### src/rtl/mapper_irq_pkg.sv
// Shared constants for the mapper IRQ unit: IRQ source encodings, register
// addresses and the visible-scanline bound.
package mapper_irq_pkg;

  // MODE[1:0] source select
  localparam logic [1:0] SRC_OFF      = 2'd0;
  localparam logic [1:0] SRC_SCANLINE = 2'd1;
  localparam logic [1:0] SRC_A12      = 2'd2;
  localparam logic [1:0] SRC_CYCLE    = 2'd3;

  // cfg_addr register map
  localparam logic [2:0] REG_MODE     = 3'd0;
  localparam logic [2:0] REG_LATCH_LO = 3'd1;
  localparam logic [2:0] REG_LATCH_HI = 3'd2;
  localparam logic [2:0] REG_RELOAD   = 3'd3;
  localparam logic [2:0] REG_ACK      = 3'd4;

  localparam logic [8:0] VISIBLE_LINES = 9'd240;

endpackage

### src/rtl/a12_edge_filter.sv
// CHR A12 rising-edge detector with a low-time filter. A rise is reported only
// after chr_a12 has been low for A12_FILTER consecutive ce cycles, which rejects
// the short A12 toggles seen during sprite/background fetch interleaving.
// Ports:
//   clk_i, reset_i  clock, asynchronous active-high reset
//   ce_i            clock enable
//   chr_a12_i       PPU CHR address bit 12
//   rise_o          one-ce pulse on a qualified rising edge
module a12_edge_filter #(
  parameter int unsigned A12_FILTER = 3
) (
  input  logic clk_i,
  input  logic reset_i,
  input  logic ce_i,
  input  logic chr_a12_i,
  output logic rise_o
);

  localparam logic [3:0] FiltMax = 4'(A12_FILTER);

  logic [3:0] filt_q, filt_d;

  always_comb begin
    filt_d = filt_q;
    if (ce_i) begin
      if (chr_a12_i) begin
        filt_d = 4'd0;
      end else if (filt_q != FiltMax) begin
        filt_d = filt_q + 4'd1;
      end
    end
  end

  always_ff @(posedge clk_i or posedge reset_i) begin
    if (reset_i) begin
      filt_q <= 4'd0;
    end else begin
      filt_q <= filt_d;
    end
  end

  // The counter is cleared whenever A12 is high, so a saturated count already
  // implies the previous sample was low; no separate edge register is needed.
  assign rise_o = ce_i && chr_a12_i && (filt_q == FiltMax);

endmodule

### src/rtl/mapper_irq_unit.sv
// Mapper IRQ generator with three selectable sources: scanline compare,
// filtered CHR A12 edge counter and CPU-cycle down-counter.
// Ports:
//   clk_i, reset_i        clock, asynchronous active-high reset
//   ce_i                  clock enable for all state changes
//   cfg_we_i/addr/din     register write port (MODE, LATCH_LO/HI, RELOAD, ACK)
//   irq_ack_i             read-clear strobe for the pending flag
//   ppu_*_i, chr_a12_i    PPU timing and CHR A12
//   cpu_tick_i            one-ce pulse per CPU cycle
//   irq_o                 pending & enable
//   irq_pending_o         raw pending flag
//   in_frame_o            rendering a visible scanline
//   count_o               live counter value
module mapper_irq_unit
  import mapper_irq_pkg::*;
#(
  parameter int unsigned CNT_W      = 16,
  parameter int unsigned A12_FILTER = 3,
  parameter bit          MMC3_OLD   = 1'b0
) (
  input  logic             clk_i,
  input  logic             reset_i,
  input  logic             ce_i,
  input  logic             cfg_we_i,
  input  logic [2:0]       cfg_addr_i,
  input  logic [7:0]       cfg_din_i,
  input  logic             irq_ack_i,
  input  logic [8:0]       ppu_scanline_i,
  input  logic [8:0]       ppu_cycle_i,
  input  logic             ppu_rendering_i,
  input  logic             chr_a12_i,
  input  logic             cpu_tick_i,
  output logic             irq_o,
  output logic             irq_pending_o,
  output logic             in_frame_o,
  output logic [CNT_W-1:0] count_o
);

  localparam logic [CNT_W-1:0] CntOne = CNT_W'(1);

  logic [1:0]       src_q, src_d;
  logic             auto_q, auto_d;
  logic             en_q, en_d;
  logic [7:0]       lat_lo_q, lat_lo_d;
  logic [7:0]       lat_hi_q, lat_hi_d;
  logic [CNT_W-1:0] cnt_q, cnt_d;
  logic             reload_q, reload_d;
  logic             pend_q, pend_d;
  logic             in_frame_q, in_frame_d;

  logic             a12_rise;
  logic             wr_mode, wr_lo, wr_hi, wr_reload, wr_ack;
  logic             pend_set, pend_clr;
  logic [7:0]       a12_next;
  logic             a12_dec;
  logic [15:0]      latch_full;
  logic [CNT_W-1:0] cnt_latch;
  logic             unused_din;

  a12_edge_filter #(
    .A12_FILTER (A12_FILTER)
  ) u_a12_filter (
    .clk_i     (clk_i),
    .reset_i   (reset_i),
    .ce_i      (ce_i),
    .chr_a12_i (chr_a12_i),
    .rise_o    (a12_rise)
  );

  assign wr_mode   = cfg_we_i && (cfg_addr_i == REG_MODE);
  assign wr_lo     = cfg_we_i && (cfg_addr_i == REG_LATCH_LO);
  assign wr_hi     = cfg_we_i && (cfg_addr_i == REG_LATCH_HI);
  assign wr_reload = cfg_we_i && (cfg_addr_i == REG_RELOAD);
  assign wr_ack    = cfg_we_i && (cfg_addr_i == REG_ACK);

  assign latch_full = {lat_hi_q, lat_lo_q};
  assign cnt_latch  = latch_full[CNT_W-1:0];
  assign unused_din = ^cfg_din_i[5:2];

  always_comb begin
    src_d      = src_q;
    auto_d     = auto_q;
    en_d       = en_q;
    lat_lo_d   = lat_lo_q;
    lat_hi_d   = lat_hi_q;
    cnt_d      = cnt_q;
    reload_d   = reload_q;
    pend_d     = pend_q;
    in_frame_d = in_frame_q;
    pend_set   = 1'b0;
    pend_clr   = 1'b0;
    a12_next   = 8'd0;
    a12_dec    = 1'b0;

    if (ce_i) begin
      in_frame_d = ppu_rendering_i && (ppu_scanline_i < VISIBLE_LINES);

      if (wr_mode) begin
        src_d  = cfg_din_i[1:0];
        auto_d = cfg_din_i[6];
        en_d   = cfg_din_i[7];
        if (!cfg_din_i[7]) pend_clr = 1'b1;
      end
      if (wr_lo) lat_lo_d = cfg_din_i;
      if (wr_hi) lat_hi_d = cfg_din_i;
      if (wr_ack || irq_ack_i) pend_clr = 1'b1;

      unique case (src_q)
        SRC_OFF: begin
        end
        SRC_SCANLINE: begin
          if ((ppu_cycle_i == 9'd0) && ppu_rendering_i && (lat_lo_q != 8'd0) &&
              ({1'b0, lat_lo_q} < VISIBLE_LINES) && (ppu_scanline_i == {1'b0, lat_lo_q})) begin
            pend_set = 1'b1;
          end
        end
        SRC_A12: begin
          if (a12_rise) begin
            if ((cnt_q[7:0] == 8'd0) || reload_q) begin
              a12_next = lat_lo_q;
              reload_d = 1'b0;
            end else begin
              a12_next = cnt_q[7:0] - 8'd1;
              a12_dec  = 1'b1;
            end
            cnt_d      = '0;
            cnt_d[7:0] = a12_next;
            if ((a12_next == 8'd0) && en_q && (!MMC3_OLD || a12_dec)) pend_set = 1'b1;
          end
          // A RELOAD write in the same cycle as an edge re-arms for the next edge
          if (wr_reload) reload_d = 1'b1;
        end
        SRC_CYCLE: begin
          if (wr_reload) begin
            cnt_d = cnt_latch;
          end else if (cpu_tick_i && en_q) begin
            if (cnt_q == '0) begin
              pend_set = 1'b1;
              cnt_d    = auto_q ? cnt_latch : '1;
            end else begin
              cnt_d = cnt_q - CntOne;
            end
          end
        end
      endcase

      if (pend_set) begin
        pend_d = 1'b1;
      end else if (pend_clr) begin
        pend_d = 1'b0;
      end
    end
  end

  always_ff @(posedge clk_i or posedge reset_i) begin
    if (reset_i) begin
      src_q      <= SRC_OFF;
      auto_q     <= 1'b0;
      en_q       <= 1'b0;
      lat_lo_q   <= 8'd0;
      lat_hi_q   <= 8'd0;
      cnt_q      <= '0;
      reload_q   <= 1'b0;
      pend_q     <= 1'b0;
      in_frame_q <= 1'b0;
    end else begin
      src_q      <= src_d;
      auto_q     <= auto_d;
      en_q       <= en_d;
      lat_lo_q   <= lat_lo_d;
      lat_hi_q   <= lat_hi_d;
      cnt_q      <= cnt_d;
      reload_q   <= reload_d;
      pend_q     <= pend_d;
      in_frame_q <= in_frame_d;
    end
  end

  assign irq_o         = pend_q && en_q;
  assign irq_pending_o = pend_q;
  assign in_frame_o    = in_frame_q;
  assign count_o       = cnt_q;

endmodule

### config.mk
export PLATFORM = sky130hd
export DESIGN_NAME = mapper_irq_unit
export DESIGN_NICKNAME = d
export VERILOG_FILES = /design/src/rtl/mapper_irq_pkg.sv /design/src/rtl/a12_edge_filter.sv /design/src/rtl/mapper_irq_unit.sv
export SDC_FILE = /design/constraint.sdc
export NUM_CORES = 1
export LEC_CHECK = 0
export BUFFER_PORTS_ARGS = -buffer_cell sky130_fd_sc_hd__buf_2
export CORE_ASPECT_RATIO = 1.25
export CORE_MARGIN = 3
export CORE_UTILIZATION = 54
export CTS_BUF_LIST = sky130_fd_sc_hd__clkbuf_2 sky130_fd_sc_hd__clkbuf_4 sky130_fd_sc_hd__clkbuf_8
export DETAILED_ROUTE_END_ITERATION = 10
export GPL_ROUTABILITY_DRIVEN = 0
export PLACE_DENSITY = 0.83
export SLEW_MARGIN = 40
export SYNTH_ARGS = -nofsm -noshare
export SYNTH_HDL_FRONTEND = slang
export SYNTH_SLANG_ARGS = --single-unit
### constraint.sdc
create_clock -name clk_i -period 2.4 [get_ports clk_i]
set_input_delay 0.12 -clock clk_i [delete_from_list [all_inputs] [get_ports clk_i]]
set_output_delay 0.12 -clock clk_i [all_outputs]
set_load 0.01 [all_outputs]
==> results.ini, run 1 <==
[setup_path]
r2r-end=count_o[1]
rrSetupSlack_ns=0.19
required_ns=2.59
worstSetupPathType=flop to flop
crit_start=count_o[1]
cp-start-kind=flop
r2r_start=count_o[1]
end_kind=flop
arrival_ns=2.41
rr_worst_depth=7
critical_path.max_fanout=16

[synth]
yosysUniqueCellTypes=56
synth_area_per_cell_sq_um=9.79
ys.flop_type=dfrtp_1
synth-edff-count=0
yosys-top-cells-area=dfrtp_1, mux2_2, nand2_1
ys_ff_latch=43
synth_area_sq_um=2730
synth_nets=319
seq_area_frac_synth=0.394
netlist_instances=279
ys_warn_count=0
async_reset_ff_frac=1.00
netlist.area_leader.share=0.394
synth_top_area_cell=dfrtp_1

[sta]
finalSetupViolCount=0
period_share=0.922
fin_skew_ns=0.00588
hold_violations=0
setup_ws_ns=0.187
relSlewSlack=0.551
finalSetupTns_ns=0
min_period_ns=2.21
rsz0062_at_grt=false
fmaxAchievable_mhz=452
worstMarginPinSlew_ns=0.671
finalMaxSlewViolations=0

[floorplanning]
start_util=0.569
row_count=28
die-area_sq_um=5950
die_height_um=85.5
core_sq_um=4800
io_pins=56
die_w_um=69.6

[final_layout]
layout.nets=375
layout_common_cells=buf_2, dfrtp_1, nand2_1
utilization=0.660
fill_cells=380
num_antenna_cells=0
drive_above_1_share=0.289
area_growth_pct=15.9
layout_commonest_cell=buf_2

[cts]
clk_pin_slew_worst_paths_ns=0.09
clkSinkCount=43
htree_levels=2
cts_made_buffers=5
cts_tree=yes
clockBufferDepth=2
clock-root-buffer=clkbuf_8
clk_latency_ns=0.31

[placed_design]
post-place-ws_ns=0.264
dp_hpwl_um=5230
io_buffer_count=55

[drt]
top_layer_used=met4
ant_nets=0
routedWlPerCell_um=17.6
dr_wl_met3_um=409
drc=0
vias=2486
drt_iter0_drc=180
first_pass_iters=4
routed_wl_um=6960
viasPerCell=6.28
wl_met1_um=2830
wl_met2_um=3580

[worst_hold_path]
hp-start=cfg_din_i[5]
hold_path.class=input pin to flop
hold_end=lat_hi_q[5]
hold_path_depth=2

[power]
powerDensity_nw_per_um2=812
ir_drop_v=0.000485
p_leak_uw=0.00141
power_uw=2570

[flow_run]
cap_violations=0

[global_routing]
grt_use_total=0.241
grt_pass1_wl_um=11500
first_global_vias=2320
grt_max_degree=44
gr-total-overflow=0
antenna_found_initial=0

[status]
status=finished clean

layer usage:
layer | track usage | up-vias
met2 | 0.413 | 88
met4 | 0.103 | 0
li1 | - | 1180
met1 | 0.302 | 1206
met5 | 0 | -
met3 | 0.0410 | 12
sequential cells by signal, summed over array words and instances, names as in the netlist:
register,cells
reload_q,1
irq_pending_o,1
u_a12_filter.filt_q,4
lat_lo_q,8
count_o,16
auto_q,1
src_q,2
in_frame_o,1
en_q,1
lat_hi_q,8
cells in the mapped netlist, types with 4 or more instances:
cell type	number
inv_1	10
nor2b_1	4
mux2i_1	4
nor3_1	7
clkbuf_1	7
mux2_2	20
nor2_1	14
nand2_1	27
nand3_1	15
o221ai_1	11
o21ai_0	18
nand4_1	9
xnor2_1	7
nor4_1	4
and2_1	7
dfrtp_1	43
xor2_1	4
stage by stage:
stage                     instances  instance area (sq um)  hold slack [ns]
final                           396                   3170           0.0516
after global routing            396                   3170           0.0542
after CTS                       396                   3160           0.0468
after detailed placement        387                   3050            0.294
after global placement          387                   3050            0.284
after floorplan                 279                   2730            0.237
cells by family after synthesis:
kind of cell | synth area share
AND/OR/NAND/NOR | 0.236
AO/OA/AOI/OAI | 0.182
flip-flops | 0.394
multiplexers | 0.0971
buffers and inverters | 0.0412
XOR/XNOR | 0.0353
adder cells (fa/ha/maj) | 0.0137
critical path: stages (launching register included):
cell       delay, ns
dfrtp_1         0.47
inv_1           0.11
ha_1            0.24
nor4bb_1        0.29
nand4_1         0.14
and2_1          0.35
a2bb2oi_1       0.19
a221o_1         0.31
report_power, final:
| part | leakage, uW | internal [uW] | switching (uW) |
|---|---|---|---|
| sequential | 0.000544 | 877 | 263 |
| combinational | 0.000819 | 426 | 503 |
| clock | 0.0000491 | 214 | 288 |
| total | 0.00141 | 1520 | 1050 |
area by class of cell:
type                    count  area, sq um  area share
clock inverters             3         26.3     0.00830
clock buffers               5         68.8      0.0217
well taps                  60         75.1      0.0237
inverters                  10         37.5      0.0119
repair buffers             62          330       0.104
flip-flops and latches     43         1080       0.340
multi-input cells         213         1550       0.490
how the worst max path moves through the flow:
stage                     slack, ns  cells past startpoint          to
after CTS                      0.24                      7  count_o[1]
after detailed placement       0.26                      7  count_o[1]
after floorplan                0.28                      9  count_o[1]
after global placement         0.33                      7  count_o[1]
final                          0.19                      7  count_o[1]
after global routing           0.03                      7  count_o[1]
timing repair:
| action | 4_1_cts | 5_1_grt |
|---|---|---|
| setup buffers | 0 | 0 |
| endpoints found under the setup margin | 0 | 1 |
| hold endpoints to repair | 43 | 0 |
| resized for setup | 0 | 1 |
| hold buffers | 1 | 0 |
Power figures use the tool's default switching activity.
==> inputs of run 2 (changes only) <==
--- a/config.mk
+++ b/config.mk
@@ -16,4 +16,5 @@
 export SLEW_MARGIN = 40
 export SYNTH_ARGS = -nofsm -noshare
 export SYNTH_HDL_FRONTEND = slang
+export SYNTH_HIERARCHICAL = 1
 export SYNTH_SLANG_ARGS = --single-unit
==> constraint.sdc (replaced) <==
create_clock -name clk_i -period 2.1 [get_ports clk_i]
set_input_delay 0.105 -clock clk_i [delete_from_list [all_inputs] [get_ports clk_i]]
set_output_delay 0.105 -clock clk_i [all_outputs]
set_load 0.01 [all_outputs]
==> results.ini, run 2 <==
[status]
status=finished clean  ; unchanged

[sta]
relSlewSlack=0.595  ; was 0.551
finalSetupViolCount=0  ; unchanged
period_share=0.968  ; was 0.922
fin_skew_ns=0.00992  ; was 0.00588 ns
worstMarginPinSlew_ns=0.603  ; was 0.671 ns
min_period_ns=2.03  ; was 2.21 ns
finalMaxSlewViolations=0  ; unchanged
fmaxAchievable_mhz=492  ; was 452 MHz
whs_ns=0.0485  ; was 0.0516 ns
hold_violations=0  ; unchanged

[cts]
cts_tree=yes  ; unchanged
htree_levels=2  ; unchanged
clock-root-buffer=clkbuf_8  ; unchanged
clockBufferDepth=2  ; unchanged
clk_latency_ns=0.31  ; about the same
clk_pin_slew_worst_paths_ns=0.08  ; was 0.09 ns
clkSinkCount=43  ; unchanged
cts_made_buffers=5  ; unchanged

[power]
switching_share=0.415  ; was 0.410
clockPowerShare=0.146  ; was 0.195
ir_drop_v=0.000607  ; was 0.000485 V
power_switching_uw=1530  ; was 1050 uW
p_leak_uw=0.00160  ; was 0.00141 uW
p_comb_frac=0.503  ; was 0.361
seqPwrFrac=0.351  ; was 0.443
p_int_uw=2150  ; was 1520 uW
powerDensity_nw_per_um2=1080  ; was 812 nW/um^2

[global_routing]
grt_max_degree=40  ; was 44
gr-total-overflow=0  ; unchanged
first_global_vias=2700  ; was 2320
grt_use_total=0.268  ; was 0.241
grt_pass1_wl_um=12800  ; was 11500 um
antenna_found_initial=0  ; unchanged

[setup_path]
critical_path.max_fanout=5  ; was 16
required_ns=2.30  ; was 2.59 ns
worstSetupPathType=flop to flop  ; unchanged
cp-start-kind=flop  ; unchanged
end_kind=flop  ; unchanged
arrival_ns=2.23  ; was 2.41 ns

[synth]
ys_warn_count=6  ; was 0
synth_nets=327  ; was 319
synthTopCellsByCount=dfrtp_1, nand2_1, mux2_2, o221ai_1  ; was dfrtp_1, nand2_1, mux2_2, o21ai_0, nand3_1
ys_ff_latch=43  ; unchanged
seq_area_frac_synth=0.392  ; was 0.394
netlist.area_leader.share=0.392  ; was 0.394
synth-edff-count=0  ; unchanged
netlist_instances=287  ; was 279
yosys-top-cells-area=dfrtp_1, mux2_2, o221ai_1  ; was dfrtp_1, mux2_2, nand2_1
synth_area_per_cell_sq_um=9.56  ; was 9.79 sq um
ys.flop_type=dfrtp_1  ; unchanged
synth_area_sq_um=2740  ; was 2730 sq um
yosysUniqueCellTypes=59  ; was 56
async_reset_ff_frac=1.00  ; unchanged
synth_most_common_cell=dfrtp_1  ; unchanged
synth_top_area_cell=dfrtp_1  ; unchanged

[floorplanning]
row_count=28  ; unchanged
start_util=0.568  ; was 0.569
io_pins=56  ; unchanged
die_w_um=69.8  ; was 69.6 um
die-area_sq_um=5980  ; was 5950 sq um
core_sq_um=4830  ; was 4800 sq um
die_height_um=85.7  ; was 85.5 um

[final_layout]
layout_commonest_cell=buf_2  ; unchanged
area_growth_pct=24.7  ; was 15.9%
drive_above_1_share=0.393  ; was 0.289
finalNonFillerCells=421  ; was 396
num_antenna_cells=0  ; unchanged
largest_register_ffs=16  ; unchanged
layout.nets=400  ; was 375
layout_common_cells=buf_2, dfrtp_1, buf_4  ; was buf_2, dfrtp_1, nand2_1

[drt]
ant_nets=0  ; unchanged
viasPerCell=6.48  ; was 6.28
routedWlPerCell_um=18.2  ; was 17.6 um
drt_iter0_drc=332  ; was 180
drc=0  ; unchanged
first_pass_iters=5  ; was 4
routed_wl_um=7680  ; was 6960 um
vias=2728  ; was 2486

[flow_run]
cap_violations=0  ; unchanged

[placed_design]
place_inst=408  ; was 387
dp_hpwl_um=5760  ; was 5230 um
io_buffer_count=55  ; unchanged

[worst_hold_path]
hold_path.class=input pin to flop  ; unchanged

## run 2: metrics by stage
stage	area [sq um]	util	TNS (ns)	setup slack (ns)	power [uW]
after detailed placement	3200	0.662	0	0.0153	2970
final	3420	0.708	0	0.0680	3680
after floorplan	2750	-	-0.0226	-0.0226	2370
after global placement	3200	0.662	0	0.0847	2900
after global routing	3420	0.708	-0.0817	-0.0296	3940
after CTS	3300	0.683	0	0.00733	3520
## run 2: worst max-delay path: stages (launching register included)
cell,delay [ns]
dfrtp_1,0.38
or4_4,0.57
or3_2,0.53
o21a_1,0.20
o221ai_1,0.17
nand2_1,0.07
## run 2: worst paths after layout
check                              from                endpoint  depth (start not counted)  slack (ns)
hold reg to reg                  auto_q                  auto_q                          1        0.50
max in group asynchronous       reset_i              count_o[6]                          4        1.29
min in group asynchronous       reset_i  u_a12_filter/filt_q[2]                          3        0.24
setup reg to reg             count_o[3]              count_o[9]                          5        0.07
hold / removal             cfg_din_i[4]             lat_hi_q[4]                          2        0.05
setup / recovery             count_o[3]              count_o[9]                          5        0.07
## run 2: cell families (layout without fill, tap and decap cells)
kind of cell / after synthesis / in the layout / synth area share
and+or+nand+nor: 111 / 111 / 0.228
AOI/OAI and AO/OA: 68 / 68 / 0.189
DFF: 43 / 43 / 0.392
adders and majority gates: 3 / 3 / 0.0137
buffers and inverters: 27 / 101 / 0.0429
muxes: 24 / 24 / 0.0990
xor gates and xnor gates: 11 / 11 / 0.0351
## run 2: layer usage
layer  track usage  vias to the layer above  wire [um]
met3        0.0492                       34        555
met2         0.470                      127       4020
met1         0.322                     1316       2850
met5             0                        -          0
met4         0.118                        0        257
li1              -                     1251          -
## run 2: timing repair
action | 4_1_cts | 5_1_grt
endpoints found under the hold margin | 43 | 0
pin swaps | 0 | 3
setup endpoints to repair | 1 | 17
resized for setup | 1 | 20
buffers inserted | 0 | 4
hold buffers | 1 | 0
## run 2: power groups by stage
stage,logic (uW),registers [uW],clock network [uW]
6_report,1850,1290,536
5_1_grt,2020,1330,583
4_1_cts,1690,1280,549
3_5_place_dp,1680,1300,0
3_3_place_gp,1620,1280,0
2_1_floorplan,1090,1270,0
## run 2: area by class of cell
type	instances	area, sq um
repair buffers	85	503
fillers	370	1410
inverters	8	30.0
well taps	60	75.1
clock buffers	6	76.3
clock inverters	2	12.5
flip-flops and latches	43	1080
multi-input cells	217	1650
